**src/rtl/bp_pkg.sv**
```systemverilog
`default_nettype none
// ============================================================================
//  Module   : bp_pkg
//  Purpose  : Shared types and helpers for the branch-predictor resolve queue.
//             Holds the default path-history width, the per-branch entry
//             layout and the final-prediction helper used at resolve time.
//  Revision : 1.0  initial release
// ============================================================================
package bp_pkg;

  // Default path-history / table-index width.
  localparam int c_HIST_W = 12;

  // The three component predictions captured at lookup time.
  // globalPred/localPred avoid the reserved words 'global' and 'local'.
  typedef struct packed {
    logic globalPred;
    logic localPred;
    logic choice;      // 1 = use global, 0 = use local
  } bp_pred_t;

  // Full in-flight entry at the default history width.
  typedef struct packed {
    logic [c_HIST_W-1:0] hist;
    logic                globalPred;
    logic                localPred;
    logic                choice;
  } bp_entry_t;

  // Final direction the front end actually followed for this branch.
  function automatic logic bp_final_pred(input bp_pred_t p);
    return p.choice ? p.globalPred : p.localPred;
  endfunction

endpackage
`default_nettype wire

```
**src/rtl/bp_inflight_fifo.sv**
```systemverilog
`default_nettype none
// ============================================================================
//  Module   : bp_inflight_fifo
//  Purpose  : In-order storage for predicted branches awaiting resolution.
//             Power-of-two circular buffer with head/tail pointers, an
//             occupancy count and a squash input that empties it in one cycle.
//  Ports    : clock, reset (async, active-high)
//             push/pushData  - write at tail (ignored when full or squashing)
//             pop            - retire head (ignored when empty)
//             squash         - drop all entries: head = tail, count = 0
//             headData       - oldest entry, combinational
//             count          - occupied entries, 0..DEPTH
//  Revision : 1.0  initial release
// ============================================================================
module bp_inflight_fifo #(
  parameter int DEPTH  = 8,
  parameter int DATA_W = 15
) (
  input  logic                         clock,
  input  logic                         reset,
  input  logic                         push,
  input  logic [DATA_W-1:0]            pushData,
  input  logic                         pop,
  input  logic                         squash,
  output logic [DATA_W-1:0]            headData,
  output logic [$clog2(DEPTH+1)-1:0]   count
);

  localparam int c_PTR_W = $clog2(DEPTH);
  localparam int c_CNT_W = $clog2(DEPTH+1);
  localparam logic [c_CNT_W-1:0] c_DEPTH_CNT = c_CNT_W'(DEPTH);
  localparam logic [c_PTR_W-1:0] c_PTR_ONE   = c_PTR_W'(1);
  localparam logic [c_CNT_W-1:0] c_CNT_ONE   = c_CNT_W'(1);

  logic [DATA_W-1:0]  r_mem [DEPTH];
  logic [c_PTR_W-1:0] r_head;
  logic [c_PTR_W-1:0] r_tail;
  logic [c_CNT_W-1:0] r_count;

  logic w_full;
  logic w_empty;
  logic w_pushOk;
  logic w_popOk;

  assign w_full   = (r_count == c_DEPTH_CNT);
  assign w_empty  = (r_count == '0);
  // Squash wins over a same-cycle push so a mispredict never keeps a
  // wrong-path branch.
  assign w_pushOk = push && !w_full && !squash;
  assign w_popOk  = pop && !w_empty;

  // Storage needs no reset: occupancy is tracked by count alone.
  always_ff @(posedge clock) begin
    if (w_pushOk) begin
      r_mem[r_tail] <= pushData;
    end
  end

  // Pointers wrap naturally because DEPTH is a power of two.
  always_ff @(posedge clock or posedge reset) begin
    if (reset) begin
      r_head  <= '0;
      r_tail  <= '0;
      r_count <= '0;
    end else if (squash) begin
      r_head  <= r_tail;
      r_count <= '0;
    end else begin
      if (w_pushOk) r_tail <= r_tail + c_PTR_ONE;
      if (w_popOk)  r_head <= r_head + c_PTR_ONE;
      case ({w_pushOk, w_popOk})
        2'b10:   r_count <= r_count + c_CNT_ONE;
        2'b01:   r_count <= r_count - c_CNT_ONE;
        default: r_count <= r_count;
      endcase
    end
  end

  assign headData = r_mem[r_head];
  assign count    = r_count;

endmodule
`default_nettype wire

```
**src/rtl/bp_resolve_queue.sv**
```systemverilog
`default_nettype none
// ============================================================================
//  Module   : bp_resolve_queue
//  Purpose  : Tracks in-flight predicted branches and, as the oldest one
//             resolves, emits the tournament-table update and, on a
//             misprediction, a recovery request with corrected history.
//  Ports    : clock, reset (async, active-high)
//             alloc_*        - new predicted branch (hist + 3 predictions)
//             alloc_ready    - queue not full (from count only)
//             resolve_*      - oldest branch outcome
//             upd_*          - registered table-update command
//             mispredict     - recovery pulse, recover_hist = corrected hist
//             count          - occupied entries
//             resolve_error  - resolve seen with an empty queue
//  Revision : 1.0  initial release
// ============================================================================
module bp_resolve_queue
  import bp_pkg::*;
#(
  parameter int DEPTH  = 8,
  parameter int HIST_W = c_HIST_W
) (
  input  logic                        clock,
  input  logic                        reset,
  input  logic                        alloc_valid,
  output logic                        alloc_ready,
  input  logic [HIST_W-1:0]           alloc_hist,
  input  logic                        alloc_global,
  input  logic                        alloc_local,
  input  logic                        alloc_choice,
  input  logic                        resolve_valid,
  input  logic                        resolve_taken,
  output logic                        upd_valid,
  output logic [HIST_W-1:0]           upd_index,
  output logic                        upd_taken,
  output logic                        upd_choice_en,
  output logic                        upd_choice_dir,
  output logic                        mispredict,
  output logic [HIST_W-1:0]           recover_hist,
  output logic [$clog2(DEPTH+1)-1:0]  count,
  output logic                        resolve_error
);

  localparam int c_PRED_W = $bits(bp_pred_t);
  localparam int c_DATA_W = HIST_W + c_PRED_W;
  localparam int c_CNT_W  = $clog2(DEPTH+1);
  localparam logic [c_CNT_W-1:0] c_DEPTH_CNT = c_CNT_W'(DEPTH);

  logic [c_DATA_W-1:0] w_headData;
  logic [c_CNT_W-1:0]  w_count;
  logic [HIST_W-1:0]   w_headHist;
  bp_pred_t            w_headPred;
  bp_pred_t            w_allocPred;
  logic                w_allocReady;
  logic                w_empty;
  logic                w_doResolve;
  logic                w_mispredict;
  logic                w_push;

  logic                r_updValid;
  logic [HIST_W-1:0]   r_updIndex;
  logic                r_updTaken;
  logic                r_updChoiceEn;
  logic                r_updChoiceDir;
  logic                r_mispredict;
  logic [HIST_W-1:0]   r_recoverHist;
  logic                r_resolveError;

  assign w_allocPred = '{globalPred: alloc_global, localPred: alloc_local,
                         choice: alloc_choice};
  assign w_headHist  = w_headData[c_DATA_W-1 -: HIST_W];
  assign w_headPred  = bp_pred_t'(w_headData[c_PRED_W-1:0]);

  // Ready depends on registered occupancy only; a same-cycle resolve does
  // not free a slot for an alloc.
  assign w_allocReady = (w_count != c_DEPTH_CNT);
  assign w_empty      = (w_count == '0);
  assign w_doResolve  = resolve_valid && !w_empty;
  assign w_mispredict = w_doResolve &&
                        (bp_final_pred(w_headPred) != resolve_taken);
  assign w_push       = alloc_valid && w_allocReady && !w_mispredict;

  bp_inflight_fifo #(
    .DEPTH  (DEPTH),
    .DATA_W (c_DATA_W)
  ) u_fifo (
    .clock    (clock),
    .reset    (reset),
    .push     (w_push),
    .pushData ({alloc_hist, w_allocPred}),
    .pop      (w_doResolve),
    .squash   (w_mispredict),
    .headData (w_headData),
    .count    (w_count)
  );

  // Strobes pulse for one cycle; data fields hold until the next resolve.
  always_ff @(posedge clock or posedge reset) begin
    if (reset) begin
      r_updValid     <= 1'b0;
      r_updIndex     <= '0;
      r_updTaken     <= 1'b0;
      r_updChoiceEn  <= 1'b0;
      r_updChoiceDir <= 1'b0;
      r_mispredict   <= 1'b0;
      r_recoverHist  <= '0;
      r_resolveError <= 1'b0;
    end else begin
      r_updValid     <= w_doResolve;
      r_mispredict   <= w_mispredict;
      r_resolveError <= resolve_valid && w_empty;
      if (w_doResolve) begin
        r_updIndex     <= w_headHist;
        r_updTaken     <= resolve_taken;
        // The chooser only learns when the two components disagreed.
        r_updChoiceEn  <= (w_headPred.globalPred != w_headPred.localPred);
        r_updChoiceDir <= (w_headPred.globalPred == resolve_taken);
        r_recoverHist  <= {w_headHist[HIST_W-2:0], resolve_taken};
      end
    end
  end

  assign alloc_ready    = w_allocReady;
  assign count          = w_count;
  assign upd_valid      = r_updValid;
  assign upd_index      = r_updIndex;
  assign upd_taken      = r_updTaken;
  assign upd_choice_en  = r_updChoiceEn;
  assign upd_choice_dir = r_updChoiceDir;
  assign mispredict     = r_mispredict;
  assign recover_hist   = r_recoverHist;
  assign resolve_error  = r_resolveError;

endmodule
`default_nettype wire

```
**config.mk**
```make
export PLATFORM = sky130hd
export DESIGN_NAME = bp_resolve_queue
export DESIGN_NICKNAME = d
export VERILOG_FILES = /design/src/rtl/bp_pkg.sv /design/src/rtl/bp_inflight_fifo.sv /design/src/rtl/bp_resolve_queue.sv
export SDC_FILE = /design/constraint.sdc
export NUM_CORES = 1
export LEC_CHECK = 0
export BUFFER_PORTS_ARGS = -buffer_cell sky130_fd_sc_hd__buf_4
export CORE_MARGIN = 1
export CORE_UTILIZATION = 51
export CTS_BUF_LIST = sky130_fd_sc_hd__clkbuf_8
export CTS_CLUSTER_DIAMETER = 80
export DETAILED_ROUTE_END_ITERATION = 10
export GPL_TIMING_DRIVEN = 0
export PLACE_DENSITY = 0.78
export SYNTH_ARGS = -nofsm -noshare
export SYNTH_HDL_FRONTEND = slang
export SYNTH_SLANG_ARGS = --single-unit
```
**constraint.sdc**
```tcl
create_clock -name clock -period 6.4 [get_ports clock]
set_input_delay 0.64 -clock clock [delete_from_list [all_inputs] [get_ports clock]]
set_output_delay 0.64 -clock clock [all_outputs]
set_load 0.005 [all_outputs]
```
==> flow_metrics.py <==
metrics = {
    "outcome": {
        "outcome": "complete, no violations",
    },
    "logic_synthesis": {
        "synth_seq_cells": 148,
        "synthCells": 319,
        "synth_cell_types": 33,
        "syn_avg_cell_area_um2": 18.6,
        "syn_nets": 345,
        "seq_area_frac_synth_pct": 72.4,
        "synth_area_um2": 5940,
        "ys.warnings.count": 0,
    },
    "timing": {
        "hold_ws_ns": 0.417,
        "setup_ws_ns": 2.83,
        "period_share_pct": 55.7,
        "setup_viol_count_final": 0,
        "rsz0062_at_grt": "false",
        "fin_crit_ns": 3.57,
        "fin_worst_skew_ns": 0.0121,
        "worstMarginPinSlew_ns": 1.08,
        "max_freq_mhz": 280,
        "finalHoldViolations": 0,
        "maxSlewHeadroom_pct": 27.6,
        "tns_ns": 0,
        "drv_slew": 0,
    },
    "power_and_ir_drop": {
        "p_seq_share_pct": 40.4,
        "p_comb_share_pct": 37.0,
        "p_sw_w": 0.00104,
        "swShare_pct": 31.2,
        "p_leak_nw": 2.64,
        "clkPwrFrac_pct": 22.6,
        "power_density_nw_per_um2": 468,
        "peakVddDrop_mv": 0.232,
        "p_int_w": 0.00229,
    },
    "critical_path": {
        "cp_slowest_stage_delay_ns": 0.62,
        "reg2reg_depth": 12,
        "cpMostUsedCell": "ha_1",
        "reg2reg_to": "u_fifo.count[3]$_DFFE_PP0P_",
        "worstSetupPathType": "flip-flop to flip-flop",
        "critPathCaptureType": "flip-flop",
        "rrSetupSlack_ns": 2.83,
        "worst-path-max-fanout": 10,
        "cp_top_family": "compound AO/OA/AOI/OAI gates",
        "crit_cells": 12,
        "reg2reg_from": "u_fifo.r_head[1]$_DFFE_PP0P_",
        "cp-endpoint": "u_fifo.count[3]$_DFFE_PP0P_",
        "crit_chain": "clkbuf_1 > mux2i_1 > mux2_4 > xor2_4 > o21ai_4 > ha_1 > ha_1 > a31o_2 > a21oi_1 > o21ai_0 > xor2_1 > nor2_1",
        "crit_slowest_cell": "clkbuf_1",
        "critPathLaunchType": "flip-flop",
        "crit_arrival_ns": 3.88,
        "required_ns": 6.71,
        "crit_start": "u_fifo.r_head[1]$_DFFE_PP0P_",
        "worst-path-buf-inv": 1,
    },
    "place": {
        "place.gp.congestion": 0.741,
        "portBuffers": 54,
        "dp_hpwl_mm": 7.80,
        "pre_cts_slack_ns": 2.81,
    },
    "clock_tree": {
        "cts.sinks": 148,
        "cts_root_buffer": "clkbuf_8",
        "cts_buffer_depth": 2,
        "postCtsSetupBuffers": 0,
        "numCtsBuffers": 17,
        "cts.hold.buffers_added": 0,
        "clock_latency_ns": 0.45,
        "post_cts_resized": 0,
        "clk_pin_slew_ns": 0.08,
        "cts_tree": "done",
        "htreeDepth": 4,
    },
    "routing": {
        "post_drt_via_cell_ratio": 5.61,
        "firstDrtPassIters": 4,
        "wl_per_cell_um": 20.7,
        "drcViolationCount": 0,
        "num_vias": 3142,
        "drt_iter0_drc": 300,
        "routed_wl_mm": 11.6,
        "ant_nets": 0,
    },
    "run": {
        "maxCapViolCount": 0,
    },
    "layout": {
        "final_common_cell": "edfxtp_1",
        "mostFrequentLayoutCells": "120 x edfxtp_1, 69 x buf_4, 30 x mux4_2",
        "area_delta_synth_final_pct": 19.8,
        "nNetsFinal": 430,
        "drive_gt1_share_pct": 37.4,
        "diodes": 0,
    },
    "floorplanning": {
        "die_area_um2": 12100,
        "ios": 55,
        "start_util_pct": 52.3,
        "fp.coreArea_um2": 11400,
        "rows": 39,
        "fp.dieW_um": 110,
        "die_h_um": 110,
    },
    "grt": {
        "antenna_found_initial": 0,
        "overflow": 0,
        "grt_pass1_vias": 3175,
        "grt_max_degree": 29,
        "grt_pass1_wl_mm": 17.4,
        "grt_usage_pct": 21.2,
    },
    "hold_path": {
        "hold_class": "primary input to flip-flop",
        "whs_path_depth": 2,
    },
}
[cell type report]
type / instances / area, um2
buffer: 27 / 165
clock buffer: 18 / 248
timing repair buffer: 66 / 544
clock inverter: 14 / 171
fill: 767 / 4250
multi-input combinational: 140 / 1490
sequential: 148 / 4300
inverter: 4 / 15.0
tap: 143 / 179
[state kept, by name, indices dropped and copies added (netlist names)]
name,flops
u_fifo.r_mem,120
u_fifo.r_tail,3
upd_choice_en,1
u_fifo.r_head,3
u_fifo.count,4
upd_index,12
upd_valid,1
upd_choice_dir,1
mispredict,1
recover_hist,1
resolve_error,1
[layer usage]
metal | up-vias | wire length [um] | GRT usage, %
met5 | - | 0 | 0
met4 | 0 | 369 | 12.0
met3 | 26 | 739 | 6.40
met2 | 128 | 5870 | 32.6
met1 | 1592 | 4620 | 27.0
li1 | 1396 | - | -
[power groups by stage]
stage | sequential [W] | combinational [W] | clock (W)
2_1_floorplan | 0.00135 | 0.000801 | 0
3_3_place_gp | 0.00136 | 0.00115 | 0
3_5_place_dp | 0.00137 | 0.00124 | 0
4_1_cts | 0.00135 | 0.00125 | 0.000762
5_1_grt | 0.00136 | 0.00135 | 0.000803
6_report | 0.00135 | 0.00123 | 0.000753
[cell usage after synthesis]
cell type | instances | area, um2
a31o_2 | 1 | 8.76
clkbuf_1 | 10 | 37.5
a21oi_1 | 3 | 15.0
inv_2 | 1 | 3.75
mux2i_4 | 1 | 22.5
nor3_1 | 5 | 25.0
buf_6 | 2 | 22.5
a221oi_1 | 1 | 8.76
nand2b_1 | 3 | 18.8
o21ai_0 | 14 | 70.1
buf_2 | 3 | 15.0
o211ai_1 | 1 | 7.51
xnor2_1 | 4 | 35.0
inv_1 | 3 | 11.3
o21ai_1 | 4 | 20.0
and2_1 | 2 | 12.5
dfrtp_1 | 28 | 701
mux2i_2 | 1 | 13.8
mux2_4 | 2 | 30.0
edfxtp_1 | 120 | 3600
mux4_2 | 30 | 676
nand3_1 | 1 | 5.00
nand3b_4 | 1 | 20.0
o21ai_4 | 1 | 16.3
nor4_1 | 2 | 12.5
mux2i_1 | 17 | 170
nand2_1 | 25 | 93.8
buf_4 | 12 | 90.1
ha_1 | 6 | 75.1
nand3b_1 | 1 | 7.51
xor2_4 | 1 | 27.5
nor2_1 | 9 | 33.8
xor2_1 | 4 | 35.0
[how the worst min path moves through the flow]
stage,startpoint,to,slack [ns]
3_3_place_gp,upd_choice_dir$_DFFE_PP0P_,upd_choice_dir$_DFFE_PP0P_,0.49
6_report,resolve_valid,resolve_error$_DFF_PP0_,0.42
2_1_floorplan,upd_index[11]$_DFFE_PP0P_,upd_index[11]$_DFFE_PP0P_,0.47
4_1_cts,resolve_valid,resolve_error$_DFF_PP0_,0.40
3_5_place_dp,upd_choice_dir$_DFFE_PP0P_,upd_choice_dir$_DFFE_PP0P_,0.48
5_1_grt,alloc_hist[7],u_fifo.r_mem[2][10]$_DFFE_PP_,0.40
[through the flow]
step	cell area, um2	util, %	total power [W]	instances
floorplan	5940	-	0.00215	319
global placement	6530	57.4	0.00251	516
detailed placement	6700	58.9	0.00261	528
CTS	7120	62.6	0.00336	560
global route	7120	62.6	0.00352	560
finish	7120	62.6	0.00334	560
[worst register-to-register path, cell delays in order, from the launching register on]
cell      delay, ns
dfrtp_1        0.36
clkbuf_1       0.62
mux2i_1        0.31
mux2_4         0.38
xor2_4         0.19
o21ai_4        0.31
ha_1           0.30
ha_1           0.31
a31o_2         0.25
a21oi_1        0.12
o21ai_0        0.11
xor2_1         0.14
nor2_1         0.05
[cell families (layout without fill, tap and decap cells)]
group	Yosys count	count (layout)	synth area share, %
buffers and inverters	31	129	3.03
xor gates and xnor gates	9	9	1.64
DFF	148	148	72.4
AOI/OAI and AO/OA	25	25	2.46
and+or+nand+nor	49	49	3.85
adders and majority gates	6	6	1.26
muxes	51	51	15.3
Note: power is estimated with default switching activity, not from simulation.
